==> src/rtl/pipe_chain_arst_en.sv <==
// rtl/pipe_chain_arst_en.sv - elastic multi-stage register chain with valid/ready, per-stage flush and occupancy
module pipe_chain_arst_en #(
  parameter int                 DATA_W     = 32,
  parameter int                 DEPTH      = 3,
  parameter logic [DATA_W-1:0]  PRESET_VAL = '0,
  localparam int                CNT_W      = $clog2(DEPTH + 1)
) (
  input  logic              clk,
  input  logic              arst,
  input  logic              en,
  input  logic              in_valid,
  output logic              in_ready,
  input  logic [DATA_W-1:0] in_data,
  input  logic [DEPTH-1:0]  flush,
  output logic              out_valid,
  input  logic              out_ready,
  output logic [DATA_W-1:0] out_data,
  output logic [CNT_W-1:0]  occupancy
);

  logic [DATA_W-1:0] d   [DEPTH];
  logic [DATA_W-1:0] src [DEPTH];
  logic [DEPTH-1:0]  v;
  logic [DEPTH-1:0]  live;
  logic [DEPTH-1:0]  rdy;
  logic [DEPTH-1:0]  move_in;
  logic [DEPTH-1:0]  leave;
  logic [DEPTH-1:0]  v_next;
  logic [CNT_W-1:0]  cnt_next;

  // A flushed entry is treated as already gone for this cycle.
  assign live = v & ~flush;

  // Stage i can take a word if any stage from i to the output end is free,
  // or the consumer drains the end; this is the unrolled form of the ready chain.
  always_comb begin : ready_chain
    logic hole;
    hole = out_ready;
    rdy  = '0;
    for (int i = DEPTH - 1; i >= 0; i--) begin
      hole   = hole | ~live[i];
      rdy[i] = en & hole;
    end
  end

  // Per-stage move-in / leave decisions and the incoming data for each stage.
  always_comb begin
    move_in    = '0;
    leave      = '0;
    src[0]     = in_data;
    move_in[0] = in_valid & rdy[0];
    for (int i = 1; i < DEPTH; i++) begin
      src[i]     = d[i-1];
      move_in[i] = live[i-1] & rdy[i];
    end
    for (int i = 0; i < DEPTH - 1; i++) begin
      leave[i] = live[i] & rdy[i+1];
    end
    leave[DEPTH-1] = live[DEPTH-1] & out_ready & en;
  end

  // Next valid bits: an arriving entry wins over a flush of the same stage.
  always_comb begin
    v_next   = '0;
    cnt_next = '0;
    for (int i = 0; i < DEPTH; i++) begin
      v_next[i] = move_in[i] | (v[i] & ~leave[i] & ~flush[i]);
      cnt_next  = cnt_next + CNT_W'(v_next[i]);
    end
  end

  // Valid bits and registered occupancy count.
  always_ff @(posedge clk or posedge arst) begin
    if (arst) begin
      v         <= '0;
      occupancy <= '0;
    end else begin
      v         <= v_next;
      occupancy <= cnt_next;
    end
  end

  // Data registers load only when an entry moves in; empty stages keep stale data.
  always_ff @(posedge clk or posedge arst) begin
    if (arst) begin
      for (int i = 0; i < DEPTH; i++) begin
        d[i] <= PRESET_VAL;
      end
    end else begin
      for (int i = 0; i < DEPTH; i++) begin
        if (move_in[i]) begin
          d[i] <= src[i];
        end
      end
    end
  end

  assign in_ready  = rdy[0];
  assign out_valid = live[DEPTH-1];
  assign out_data  = d[DEPTH-1];

endmodule

==> config.mk <==
export PLATFORM = sky130hd
export DESIGN_NAME = pipe_chain_arst_en
export DESIGN_NICKNAME = d
export VERILOG_FILES = /design/src/rtl/pipe_chain_arst_en.sv
export SDC_FILE = /design/constraint.sdc
export NUM_CORES = 1
export LEC_CHECK = 0
export BUFFER_PORTS_ARGS = -buffer_cell sky130_fd_sc_hd__buf_2
export CAP_MARGIN = 20
export CORE_AREA = 2 2 91 93
export DETAILED_ROUTE_END_ITERATION = 10
export DIE_AREA = 0 0 93 95
export GPL_TIMING_DRIVEN = 0
export PLACE_DENSITY = 0.82
export SYNTH_ARGS = -nofsm -noshare
export SYNTH_HDL_FRONTEND = slang
export SYNTH_SLANG_ARGS = --single-unit
==> constraint.sdc <==
create_clock -name clk -period 6.2 [get_ports clk]
set_input_delay 0.31 -clock clk [delete_from_list [all_inputs] [get_ports clk]]
set_output_delay 0.31 -clock clk [all_outputs]
set_load 0.1 [all_outputs]
**After elaboration in Yosys (flattened, before gate mapping)**

Index checks and enable logic that the tools add are counted.

- Register bits: 101
- Input port bits: 40
- Output and inout port bits: 36
- Word-level logic and storage cells: 38

- Add/sub/neg operators: 2
- Bitwise operators: 31

Operator list:

| kind | number |
|---|---|
| $and 1x1->1 | 14 |
| $not 1->1 | 9 |
| $or 1x1->1 | 6 |
| $and 3x3->3 | 1 |
| $not 3->3 | 1 |
| $add 1x1->2 | 1 |
| $add 2x1->2 | 1 |

**Longest topological paths before layout**

- Word-level depth: 13
- Depth in mapped cells: 7
- Depth with buffers taken out: 5

**Worst setup path after synthesis**

OpenSTA, ideal clock, no wires.

- Path kind: register to register
- Start point: register v[2]
- End point: register occupancy[0]
- Library setup time: 0.114 ns
- Arrival time: 2.602 ns
- Required time: 6.086 ns
- Slack: 3.484 ns
- Cell stages (with the launch flop): 6
- Clock period less this slack: 2.716 ns
- Cell sequence: dfrtp_1 nor2b_1 nand2_1 and2_1 fa_1 inv_1

- Longest elaborated chain between the ends: 12
- Elaborated cells between the ends (all ways): 27
- Those cells by class: 2 x add/sub; 25 x bitwise

RTL lines:

| what | RTL line | RTL |
|---|---|---|
| from (decl) | 23 | `logic [DEPTH-1:0] v;` |
| from (signal assigned) | 78 | `v <= v_next;` |
| $and 3x3->3 (*) | 32 | `assign live = v & ~flush;` |
| named net out_valid | 15 | `output logic out_valid,` |
| $not 1->1 | 41 | `hole = hole \| ~live[i];` |
| $or 1x1->1 (2 in series) | 41 |  |
| $and 1x1->1 | 42 | `rdy[i] = en & hole;` |
| $and 1x1->1 | 54, 57 |  |
| $not 1->1 | 67 | `v_next[i] = move_in[i] \| (v[i] & ~leave[i] & ~flush[i]);` |
| $and 1x1->1 (2 in series) | 67 |  |
| $or 1x1->1 | 67 |  |
| $add 1x1->2 | 68 | `cnt_next = cnt_next + CNT_W'(v_next[i]);` |
| $add 2x1->2 (*) | 68 |  |
| named net cnt_next[0] | 29 | `logic [CNT_W-1:0] cnt_next;` |
| to (signal assigned) | 79 | `occupancy <= cnt_next;` |
| to (decl) | 18 | `output logic [CNT_W-1:0] occupancy` |

The timed path passes the listed nets; every way through them passes the cells marked *.
A chain may end at the register's enable or synchronous reset.

**Worst setup path after layout**

- Start point: register v[2]
- End point: register occupancy[0]

- Longest elaborated chain between the ends: 12
- Elaborated cells between the ends (all ways): 27
- Those cells by class: 2 x add/sub; 25 x bitwise

RTL lines:

| what | RTL line |
|---|---|
| $and 3x3->3 | 32 |
| $not 1->1 | 41 |
| $or 1x1->1 (2 in series) | 41 |
| $and 1x1->1 | 42 |
| $and 1x1->1 | 54, 57 |
| $not 1->1 | 67 |
| $and 1x1->1 (2 in series) | 67 |
| $or 1x1->1 | 67 |
| $add 1x1->2 | 68 |
| $add 2x1->2 (*) | 68 |
| named net cnt_next[0] | 29 |

Marked as above.

==> summary.md <==
| Metric | Value |
|---|---|
| Post-synth top area share | `between 50% and 60%` |
| Crit Path Category | `reg2reg` |
| Layout Nets | `395` |
| Worst EP required | `between 6 and 7 ns` |
| Setup crit end kind | `flop` |
| Peak VDD IR | `~0.25 mV` |
| Routed WL | `a little under 7000 um` |
| FF+latch count, synth | `roughly 100` |
| Syn_area_per_cell | `15.9 um2` |
| DR vias/cell | `4.91` |
| Hold wc startpoint | `in_data[26]` |
| Finished Layout Cells | `464` |
| Die X | `93 um` |
| Tcrit/Tclk final | `approximately a third` |
| Max-cap violations | `0` |
| Register area | `about 0.0025 mm2` |
| Gpl congestion | `0.807` |
| First-pass GRT wire length | `between 10000 and 15000 um` |
| Placed Cells | `about 450` |
| Power per cell area | `around 450 mW/mm2` |
| Highest-count cells in the layout ignoring fill and taps | `dfrtp_1 (101), buf_2 (81), mux2_2 (62)` |
| RSZ-0062 raised after global routing | `no` |
| Syn Inst Count | `266` |
| Placed Instance Area | `~0.0048 mm2` |
| Post-cts sizing count | `0` |
| Register area share after synthesis | `59.7%` |
| CTS Root Buffer Type | `clkbuf_8` |
| Hold Fails Final Rpt | `0` |
| Core Box Area | `between 0.007 and 0.008 mm2` |
| Worst rel slew slack | `~67%` |
| Synthesis-to-layout area growth | `18.4%` |
| ANT nets after route | `0` |
| H-tree depth | `3` |
| Area of the multi-input gates | `about 0.0014 mm2` |
| Clock transition at path regs | `0.10 ns` |
| Mapped Area | `0.00423 mm2` |
| Ys Warns | `0` |
| Final max-slew violation count | `0` |
| PortBufs | `75` |
| FF-to-FF Start | `v[2]` |
| Worst Setup SP | `v[2]` |
| FMAX | `around 500 MHz` |
| # setup viols final | `0` |
| Fin crit period | `2.01 ns` |
| Largest area contributor in the netlist | `dfrtp_1` |
| Routed vias | `~2300` |
| LEAKAGE | `approximately 2.6 nW` |
| Share of cells above drive strength 1 | `approximately 64%` |
| Die area | `approximately 0.0088 mm2` |
| Commonest non-fill, non-tap cell in the layout | `dfrtp_1` |
| Worst R2R Path Depth | `7` |
| Setup ws final | `roughly 4.2 ns` |
| Synth area leaders | `dfrtp_1 (60%), mux2_2 (16%), mux2_4 (9.9%)` |
| Ports | `76` |
| GRT Util Overall | `around 17%` |
| Drt pass-1 iters | `4` |
| # fillers | `between 600 and 700` |
| Worst hold-check path type | `in2reg` |
| Clock Tree Buf Depth | `2` |
| CTS tree | `yes` |
| Clock Skews | `between 0.01 and 0.015 ns` |
| Largest net degree at the start of global routing | `67` |
| Syn Nets | `307` |
| Worst Path Arrival | `approximately 2.3 ns` |
| Wirelength per Cell | `roughly 15 um` |
| Initial antenna violation count | `0` |
| Slew @ Worst Pin | `roughly 0.50 ns` |
| CTS Buf Count | `9` |
| Final Util | `a little over three fifths` |
| R2R Path End | `occupancy[0]` |
| Worst Setup Start Kind | `flop` |
| Final Instance Area | `about 0.005 mm2` |
| Pre-CTS WS | `between 4 and 5 ns` |
| Hold Path Sink | `d[90]` |
| Die Height | `between 90 and 100 um` |
| Worst reg2reg setup slack | `4.19 ns` |
| Outcome | `completed` |
| Number of global-route vias before repair | `2383` |
| Initial DRC count | `48` |
| Setup bufs post-CTS | `0` |
| DP HPWL | `between 4000 and 5000 um` |
| Setup total negative slack | `0 ns` |
| Worst-path fanout max | `10` |
| DRC | `0` |
| Clock Latency Late Sink | `around 0.35 ns` |
| Library cells used by synthesis | `27` |
| Std cell rows | `33` |
| ANT cells | `0` |
| Starting density of the core | `a little over half` |
| Hold Path Depth | `2` |
| CTS sink cnt | `roughly 100` |
| Grt ovf | `0` |
[kinds of logic after synthesis]
group / share of synthesized area (%)
mux: 28.0
fa+ha+maj: 0.473
simple gates: 2.04
flops: 59.7
buf+inv: 8.31
compound gates: 1.42
[repair_timing]
| action | in CTS | in global routing |
|---|---|---|
| hold buffers | 1 | 0 |
| endpoints found under the setup margin | 0 | 0 |
| hold endpoints to repair | 35 | 0 |
[critical path, stage by stage, from the launching register on]
cell	delay, ns
dfrtp_1	0.38
nor3b_4	0.17
or3_1	0.37
buf_6	0.16
buf_8	0.15
and2_1	0.15
fa_1	0.48
inv_1	0.04
[registers in the layout, summed over array words and instances, names as in the netlist]
signal	count
d	64
occupancy	2
out_data	32
v	3
[metrics by stage]
step | hold slack [ns] | total power, mW
after floorplan | 0.411 | 1.67
after detailed placement | 0.366 | 1.80
after global routing | 0.169 | 2.34
after global placement | 0.465 | 1.77
final | 0.179 | 2.24
after CTS | 0.160 | 2.27
[cells in the mapped netlist]
cell	instances
nor2_1	1
o21a_1	1
mux2_1	6
buf_2	6
a31oi_1	2
a21oi_2	1
a31oi_2	1
buf_6	1
nand3b_1	1
inv_2	1
mux2_4	28
o21ai_0	1
or3_1	1
nand2b_1	1
dfrtp_1	101
mux2_2	62
inv_1	3
nor2b_1	3
buf_4	32
buf_8	1
a31o_2	1
nand2_1	5
a21oi_1	1
buf_12	2
and2_1	1
nor3b_4	1
fa_1	1
[routing by layer]
metal	vias to the layer above	global-route usage, %	part of all wire [%]
li1	1058	-	-
met1	1154	22.3	43
met2	54	26.8	50
met3	13	4.55	4.9
met4	0	7.23	2.1
met5	-	0	0
[report_power, final]
group | switching (mW) | internal, mW
logic | 0.585 | 0.283
registers | 0.0867 | 0.826
clock network | 0.219 | 0.241
total | 0.890 | 1.35
[how the worst max path moves through the flow]
stage                               to  depth (start not counted)  slack (ns)
final                     occupancy[0]                          7        4.19
after global routing      occupancy[0]                          7        4.10
after CTS                 occupancy[0]                          7        4.18
after detailed placement  occupancy[0]                          8        4.18
after global placement           d[69]                          2        2.20
after floorplan                  d[32]                          1        3.24
[layout make-up]
type / count / area share, %
Multi-Input combinational cell: 119 / 27.0
Sequential cell: 101 / 50.4
Timing Repair Buffer: 77 / 8.24
Clock buffer: 10 / 2.75
Tap cell: 105 / 2.62
Clock inverter: 6 / 1.87
Buffer: 42 / 6.72
Inverter: 4 / 0.350
No activity file was read; power rests on OpenSTA's default activity.
